### config.mk
export PLATFORM = sky130hd
export DESIGN_NAME = sensor_stream_arbiter
export DESIGN_NICKNAME = d
export VERILOG_FILES = /design/src/rtl/sensor_stream_arbiter.sv
export SDC_FILE = /design/constraint.sdc
export NUM_CORES = 1
export LEC_CHECK = 0
export ABC_CLOCK_PERIOD_IN_PS = 3700
export CAP_MARGIN = 15
export CORE_ASPECT_RATIO = 1.4
export CORE_UTILIZATION = 32
export DETAILED_ROUTE_END_ITERATION = 10
export GPL_TIMING_DRIVEN = 0
export PLACE_DENSITY = 0.77
export REMOVE_ABC_BUFFERS = 1
export SLEW_MARGIN = 15
export SYNTH_ARGS = -nofsm -noshare
export SYNTH_HDL_FRONTEND = slang
export SYNTH_SLANG_ARGS = --single-unit
### constraint.sdc
create_clock -name clk -period 3.7 [get_ports clk]
set_input_delay 0.74 -clock clk [delete_from_list [all_inputs] [get_ports clk]]
set_output_delay 0.74 -clock clk [all_outputs]
set_load 0.02 [all_outputs]
### src/rtl/sensor_stream_arbiter.sv
// Round-robin merge of NUM_SRC sensor streams into one 32-bit stream.
// Each beat is tagged with its source ID in bits [31:24].
module sensor_stream_arbiter #(
  parameter int unsigned NUM_SRC = 4,
  parameter int unsigned ID_W    = 8
) (
  input  logic                  clk,
  input  logic                  reset,
  input  logic [32*NUM_SRC-1:0] s_axis_tdata,
  input  logic [NUM_SRC-1:0]    s_axis_tvalid,
  output logic [NUM_SRC-1:0]    s_axis_tready,
  output logic [31:0]           m_axis_tdata,
  output logic                  m_axis_tvalid,
  input  logic                  m_axis_tready,
  output logic [15:0]           beat_count,
  output logic [2:0]            last_src
);

  typedef enum logic {EMPTY, FULL} state_t;

  state_t state_q, state_d;

  logic [31:0]          data_q;
  logic [2:0]           ptr_q;
  logic [2:0]           last_q;
  logic [15:0]          beat_q;

  logic [2*NUM_SRC-1:0] vld2;
  logic [2*NUM_SRC-1:0] vld_rot_w;
  logic [NUM_SRC-1:0]   vld_rot;
  int unsigned          base;
  int unsigned          off;
  int unsigned          sum;
  logic                 grant_vld;
  logic [2:0]           grant;
  logic [23:0]          grant_data;
  logic                 load_en;
  logic                 in_hs;
  logic                 out_hs;
  logic                 unused_hi;

  // Rotate valids so bit 0 is the source right after ptr, then take the lowest set bit.
  always_comb begin
    vld2      = {s_axis_tvalid, s_axis_tvalid};
    base      = 32'(ptr_q) + 1;
    vld_rot_w = vld2 >> base;
    vld_rot   = vld_rot_w[NUM_SRC-1:0];
    grant_vld = |vld_rot;
    off       = 0;
    for (int unsigned j = NUM_SRC; j > 0; j--) begin
      if (vld_rot[j-1]) off = j - 1;
    end
    sum = base + off;
    if (sum >= NUM_SRC) sum = sum - NUM_SRC;
    grant = 3'(sum);
  end

  always_comb begin
    load_en       = (state_q == EMPTY) || m_axis_tready;
    s_axis_tready = '0;
    grant_data    = '0;
    unused_hi     = 1'b0;
    for (int unsigned i = 0; i < NUM_SRC; i++) begin
      if (grant == 3'(i)) grant_data = s_axis_tdata[32*i +: 24];
      unused_hi = unused_hi ^ (^s_axis_tdata[32*i+24 +: 8]);
      if (!reset && load_en && grant_vld && (grant == 3'(i))) s_axis_tready[i] = 1'b1;
    end
    in_hs         = |s_axis_tready;
    // Gating with reset keeps a held beat from handshaking in the reset cycle.
    m_axis_tvalid = (state_q == FULL) && !reset;
    out_hs        = m_axis_tvalid && m_axis_tready;
    state_d       = state_q;
    if (in_hs)       state_d = FULL;
    else if (out_hs) state_d = EMPTY;
  end

  always_ff @(posedge clk) begin
    if (reset) state_q <= EMPTY;
    else       state_q <= state_d;
  end

  always_ff @(posedge clk) begin
    if (reset) begin
      data_q <= '0;
      ptr_q  <= 3'(NUM_SRC - 1);
      last_q <= '0;
      beat_q <= '0;
    end else begin
      if (in_hs) begin
        data_q <= {ID_W'(grant), grant_data};
        ptr_q  <= grant;
        last_q <= grant;
      end
      if (out_hs) beat_q <= beat_q + 16'd1;
    end
  end

  assign m_axis_tdata = data_q;
  assign beat_count   = beat_q;
  assign last_src     = last_q;

endmodule

==> results of run 1 <==
[power by group]
group / switching, mW / leakage [nW] / total [mW] / internal, mW
clock network: 0.182 / 0.0781 / 0.501 / 0.319
logic: 0.891 / 1.28 / 1.98 / 1.09
registers: 0.0779 / 0.378 / 0.688 / 0.611
total: 1.15 / 1.74 / 3.17 / 2.02
[critical path, cell delays in order]
cell and delay, ps:
buf_12 90, nor2b_1 120, o21ai_1 60, a21o_1 160
a222oi_1 330, nand2_1 110, ha_2 200, fa_2 360
a21oi_4 190, a221o_4 210, nor3_4 50, and3b_1 230
buf_6 130
[cell usage after synthesis (6+ instances only)]
cell type | n | area (sq um)
dfxtp_1 | 46 | 921
a21oi_1 | 31 | 155
nand3_1 | 29 | 145
mux4_2 | 24 | 541
nor2_1 | 24 | 90.1
o21ai_1 | 20 | 100
clkbuf_1 | 11 | 41.3
nand2_1 | 11 | 41.3
o21ai_0 | 10 | 50.1
buf_4 | 9 | 67.6
xnor2_1 | 7 | 61.3
xor2_1 | 7 | 61.3
buf_2 | 6 | 30.0
inv_1 | 6 | 22.5
nor2b_1 | 6 | 37.5
[layer usage]
layer	global-route usage, %	vias to the layer above
met5	0	-
met4	9.52	2
met3	6.42	24
met2	34.9	160
met1	22.6	1353
li1	-	1364
[worst max-delay path by stage]
stage                      from                to  slack (ps)  depth (start not counted)
5_1_grt        s_axis_tvalid[1]  s_axis_tready[3]        -110                         14
3_5_place_dp   s_axis_tvalid[1]  s_axis_tready[3]       -1730                         13
6_report       s_axis_tvalid[3]  s_axis_tready[2]         -20                         13
4_1_cts        s_axis_tvalid[1]  s_axis_tready[3]         -90                         14
3_3_place_gp   s_axis_tvalid[3]  s_axis_tready[0]       -1670                         10
2_1_floorplan  s_axis_tvalid[1]  s_axis_tready[3]        -520                         11
[kinds of logic after synthesis]
logic type               count (synthesis)
AO/OA/AOI/OAI                           74
XOR/XNOR                                14
adder cells (fa/ha/maj)                  4
buffers and inverters                   38
flip-flops                              46
multiplexers                            24
other                                    1
AND/OR/NAND/NOR                         91
[flip-flops by register name, indices dropped and copies added (netlist names)]
signal and count:
beat_count 16, last_src 2, m_axis_tdata 24, ptr_q 3, state_q 1
[what timing repair did]
item / in CTS / in global routing
gates cloned: 2 / 0
hold endpoints to repair: 0 / 0
buffers inserted: 9 / 3
setup endpoints to repair: 33 / 4
pin swaps: 13 / 9
gates resized for setup: 59 / 9
[cell type report]
type                            instances  area share [%]
Clock buffer                            7            2.82
Clock inverter                          1           0.638
Sequential cell                        46            19.6
Multi-Input combinational cell        214            37.5
Inverter                                6           0.479
Tap cell                              102            2.71
Timing Repair Buffer                  168            36.3
[stage by stage]
stage               utilization [%]  std cells
finish                         56.7        544
global placement               51.4        519
floorplan                         -        264
CTS                            56.1        541
global route                   56.7        544
detailed placement             52.2        522
==> impl_metrics.py, run 1 <==
metrics = {
    "synth": {
        "synth.mux.area_fraction_pct": 19.5,
        "synth_flop_cell": "dfxtp_1",
        "dominant_combinational_cell_family_by_area_after_synthesis": "multiplexers",
        "simple_gate_share_of_the_synthesized_area_pct": 16.9,
        "synth.yosys.warnings": 0,
        "post_synth_xor_area_fraction_pct": 4.42,
        "post_synth_cell_types": 44,
        "synth.ff_latch_count": 46,
        "ys_seq_area_share_pct": 33.2,
        "synth-edff-count": 0,
        "synth_compound_area_share_pct": 16.3,
        "post_synth_instance_area_sq_um": 2770,
        "average_footprint_of_a_synthesized_cell_sq_um": 9.50,
        "synthesis.instances": 292,
        "postSynth.asyncResetShare_pct": 0,
        "synth_adder_area_share_pct": 2.08,
    },
    "outcome": {
        "run_status": "finished, violations left",
        "violations_in_the_final_reports": "setup timing",
    },
    "detailed_routing": {
        "met3_length_microns": 777,
        "drc": 0,
        "detail_route.vias_per_cell": 5.34,
        "detail_route.wirelength_microns": 8980,
        "m1WireLength_microns": 3470,
        "dr.first_iter.drc_count": 90,
        "postRouteAntennaNets": 0,
        "dr_total_vias": 2903,
        "routed-wl-met2_microns": 4450,
        "wire_per_inst_microns": 16.5,
        "highest_layer": "met5",
        "firstDrtPassIters": 4,
    },
    "worst_setup_path": {
        "timing_worst_setup_path_type": "primary input to output port",
        "r2r_setup_slack_ps": 540,
        "timing.reg2reg.worst_path_depth": 12,
        "crit_path_start_kind": "primary input",
        "cp_data_arrival_time_ps": 2980,
        "worst_setup_path_end_kind": "output port",
        "critical_path.max_fanout": 5,
        "worst_path_required_ps": 2960,
        "rr_startpoint": "ptr_q[0]",
        "rr_endpoint": "m_axis_tdata[23]",
    },
    "cells_and_area": {
        "antennaDiodeCount": 0,
        "layout_commonest_cell": "clkdlybuf4s50_1",
        "sequential_cell_area_sq_um": 923,
        "area_delta_synth_final_pct": 69.7,
        "drive_gt1_share_pct": 17.0,
        "multi_input_comb_area_sq_um": 1760,
        "mostFrequentLayoutCells": "clkdlybuf4s50_1, dfxtp_1, nand3_1, a21oi_1, mux4_2",
        "fill_cells": 722,
        "layout.cell_area.non_filler_sq_um": 4700,
        "num-nets-final": 580,
    },
    "sta": {
        "timing_hold_violations_final": 0,
        "finalWorstSetupSlack_ps": -20.8,
        "worst_tran_pin_value_ps": 1210,
        "max_slew_margin_pct": 19.2,
        "hold_slack_ps": 479,
        "timing.final.setup_violations": 3,
        "max_clock_freq_mhz": 269,
        "final_period_minus_worst_setup_slack_ps": 3720,
        "rsz0062_at_grt": "true",
        "timing.final.max_slew_violations": 0,
        "clock_skew_ps": 7.89,
        "fin_setup_tns_ps": -25.9,
        "final_worst_path_period_share_pct": 101,
    },
    "global_route": {
        "global_route.overflow_total": 0,
        "grtUsageTotal_pct": 20.4,
        "largest_net_degree_at_the_start_of_global_routing": 44,
        "grt_first_pass_wirelength_microns": 14100,
        "grt_antenna_before_repair": 1,
        "via_count_of_the_first_global_routing_pass": 2960,
    },
    "place": {
        "globalplace.congestion": 0.794,
        "total_cell_area_at_the_placement_stage_sq_um": 4330,
        "dp_hpwl_microns": 6290,
        "buffer_ports.inserted": 153,
        "detailedPlace.worstSlack_ps": -1730,
    },
    "floorplan": {
        "io_pins": 191,
        "chipHeight_microns": 112,
        "floorplan_die_area_sq_um": 9050,
        "core-area_sq_um": 8300,
        "fp.dieW_microns": 80.7,
        "num_rows": 39,
        "initial_utilization_pct": 33.4,
    },
    "clocking": {
        "maximum_root_to_sink_buffer_count": 2,
        "number_of_buffers_created_by_cts": 5,
        "cts_sinks": 46,
        "ctsHtreeMaxLevel": 2,
        "cts.reportedPaths.clkPinSlew_ps": 60,
        "tritoncts": "done",
        "holdBufCountCts": 0,
        "clock_insertion_delay_worst_skew_ps": 280,
        "ctsRootBufferMaster": "clkbuf_16",
    },
    "job": {
        "max_cap_viol_count": 0,
    },
    "power": {
        "static_leak_nw": 1.74,
        "p_per_area_nw_per_um2": 674,
        "power.ir.vdd_worst_mv": 0.524,
        "post-layout-total-power_mw": 3.17,
    },
    "hold_path": {
        "hp-class": "register to register",
        "min_delay_worst_endpoint": "m_axis_tdata[15]",
        "beginning_of_the_worst_hold_path": "m_axis_tdata[15]",
        "hold_path_depth": 2,
    },
}
Note: power is estimated with default switching activity, not from simulation.
==> inputs of run 2 (changes only) <==
- ABC_AREA: default -> 1
- CORE_UTILIZATION: 32 -> 35
- PLACE_DENSITY: 0.77 -> 0.78
==> run 2 against run 1 <==
Effect of this change: utilization increased by 2.3 points; power rose by 14%; global-route usage grew 3.0 points; the run now ends clean; cell count grew 47%; clock skew down 5.1 ps; combinational power is 18% higher; non-clock buffer count grew 7; die area increased by 7.6%.
==> impl_metrics.py, run 2 <==
metrics = {
    "power": {
        "p_per_area_nw_per_um2": 676,
        "static_leak_nw": 2.23,
        "post-layout-total-power_mw": 3.60,
        "power.ir.vdd_worst_mv": 0.512,
    },
    "synth": {
        "synth.yosys.warnings": 0,
        "ys_seq_area_share_pct": 28.2,
        "synth.ff_latch_count": 46,
        "area_share_of_the_largest_cell_type_after_synthesis_pct": 28.2,
        "synth_flop_cell": "dfxtp_1",
        "post_synth_most_frequent_cells": "nand3_1, nand2_1, nor2_1, inv_1, dfxtp_1",
        "post_synth_instance_area_sq_um": 3270,
        "average_footprint_of_a_synthesized_cell_sq_um": 5.99,
        "postSynth.asyncResetShare_pct": 0,
        "netlist_top_cells_area": "dfxtp_1, nand3_1, nand2_1",
        "post_synth_cell_types": 28,
        "synth_area_leader": "dfxtp_1",
        "synth_most_common_cell": "nand3_1",
        "synth-edff-count": 0,
        "synthesis.instances": 546,
    },
    "cells_and_area": {
        "layoutNonFillerInstCount": 799,
        "num-nets-final": 830,
        "antennaDiodeCount": 0,
        "layout_commonest_cell": "clkdlybuf4s50_1",
        "mostFrequentLayoutCells": "clkdlybuf4s50_1, nand3_1, nand2_1",
        "largest_register_ffs": 24,
        "drive_gt1_share_pct": 11.6,
        "area_delta_synth_final_pct": 63.1,
        "final_util_pct": 59.0,
    },
    "floorplan": {
        "initial_utilization_pct": 36.2,
        "num_rows": 41,
        "core-area_sq_um": 9030,
        "fp.dieW_microns": 83.7,
        "chipHeight_microns": 116,
        "floorplan_die_area_sq_um": 9730,
        "io_pins": 191,
    },
    "sta": {
        "final_period_minus_worst_setup_slack_ps": 3570,
        "max_slew_margin_pct": 31.2,
        "clock_skew_ps": 2.75,
        "timing_hold_violations_final": 0,
        "timing.final.setup_violations": 0,
        "max_clock_freq_mhz": 280,
        "hold_slack_ps": 488,
        "worst_tran_pin_value_ps": 1030,
        "final_worst_path_period_share_pct": 96.4,
        "timing.final.max_slew_violations": 0,
    },
    "detailed_routing": {
        "drc": 0,
        "postRouteAntennaNets": 0,
        "firstDrtPassIters": 6,
        "detail_route.wirelength_microns": 11900,
        "detail_route.vias_per_cell": 5.21,
        "dr.first_iter.drc_count": 179,
        "wire_per_inst_microns": 14.9,
        "dr_total_vias": 4159,
    },
    "global_route": {
        "via_count_of_the_first_global_routing_pass": 3752,
        "largest_net_degree_at_the_start_of_global_routing": 50,
        "global_route.overflow_total": 0,
        "grt_first_pass_wirelength_microns": 18100,
        "grtUsageTotal_pct": 23.5,
        "grt_antenna_before_repair": 0,
    },
    "clocking": {
        "maximum_root_to_sink_buffer_count": 2,
        "holdBufCountCts": 0,
        "cts.reportedPaths.clkPinSlew_ps": 60,
        "tritoncts": "done",
        "cts_sinks": 46,
        "number_of_buffers_created_by_cts": 5,
        "ctsHtreeMaxLevel": 2,
        "ctsRootBufferMaster": "clkbuf_16",
        "clock_insertion_delay_worst_skew_ps": 290,
    },
    "worst_setup_path": {
        "r2r_setup_slack_ps": 560,
        "crit_path_start_kind": "primary input",
        "timing.critical_path.cells": "clkbuf_2 -> nand2_2 -> nand2_2 -> nand2_2 -> nand2_2 -> nand4_1 -> a31o_4 -> ha_4 -> fa_2 -> nor2_4 -> buf_12 -> nand2_1 -> nor2_1 -> buf_2",
        "timing_worst_setup_path_type": "primary input to output port",
        "critical_path.max_fanout": 21,
        "cp_data_arrival_time_ps": 2830,
        "worst_path_required_ps": 2960,
        "worst_setup_path_end_kind": "output port",
        "cp_slowest_stage_delay_ps": 510,
        "cp_slowest_cell": "fa_2",
        "cpMostUsedCell": "nand2_2",
    },
    "place": {
        "place_inst": 770,
        "globalplace.congestion": 0.929,
        "dp_hpwl_microns": 7650,
        "buffer_ports.inserted": 153,
    },
    "hold_path": {
        "hp-class": "register to register",
    },
    "job": {
        "max_cap_viol_count": 0,
    },
    "outcome": {
        "run_status": "finished clean",
    },
}
## run 2: cell types whose count changed after synthesis, sizes merged, moves of 3 or more
cell and delta:
nor2b -7, nor2 +56, nand3 +109, mux4 -24, buf +3, o21ai -26, clkbuf +9, a21oi -14
inv +43, nand2 +106, xor2 -7, nand4 +28, a211oi -4
## run 2: worst paths after layout
check                        start                to  cells past startpoint
setup reg to reg          ptr_q[1]   m_axis_tdata[8]                     14
hold reg to reg        last_src[0]       last_src[0]                      2
hold / removal         last_src[0]       last_src[0]                      2
setup / recovery  s_axis_tvalid[1]  s_axis_tready[3]                     14
## run 2: where the power goes
part           internal (mW)  leakage, nW  switching [mW]  total [mW]
Combinational           1.01         1.76            1.33        2.34
Sequential             0.596        0.377          0.0655       0.662
Clock                  0.406       0.0971           0.196       0.602
## run 2: cell families after synthesis
group | after synthesis | share of synthesized area (%)
buffers and inverters | 93 | 12.7
and+or+nand+nor | 374 | 52.0
DFF | 46 | 28.2
adders and majority gates | 4 | 1.76
other | 1 | 0.115
xor gates and xnor gates | 5 | 1.34
AOI/OAI and AO/OA | 23 | 3.83
## run 2: worst max-delay path, delay by kind of cell
kind            cells  cell delay (ps)
simple gates        8              690
fa+ha+maj           2              670
buf+inv             3              440
compound gates      1              260
## run 2: per-layer routing
metal | track usage (%) | part of all wire (%) | vias to the layer above
met5 | 0 | 0 | -
met4 | 8.81 | 2.4 | 0
met3 | 5.51 | 7.3 | 19
met2 | 43.8 | 51 | 190
met1 | 25.9 | 39 | 1871
li1 | - | - | 2079
## run 2: repair_timing
item,4_1_cts,5_1_grt
pin swaps,13,14
resized for setup,40,31
endpoints found under the setup margin,4,4
cloned,4,2
buffers inserted,13,4
## run 2: layout make-up
class	count	area [sq um]
inverter	49	188
timing repair buffer	175	1770
sequential	46	925
multi-input combinational	413	2110
tap	107	134
clock buffer	6	139
timing repair inverter	1	5.00
fill	842	3700
clock inverter	2	60.1
## run 2: stage by stage
stage               worst slack, ps  cell area [sq um]  setup TNS (ps)
floorplan                     -1160               3050          -32960
finish                          133               5330               0
detailed placement            -1280               4810           -8370
global placement              -2630               4720          -80960
global route                 -0.521               5330          -0.521
CTS                            1.42               5240               0
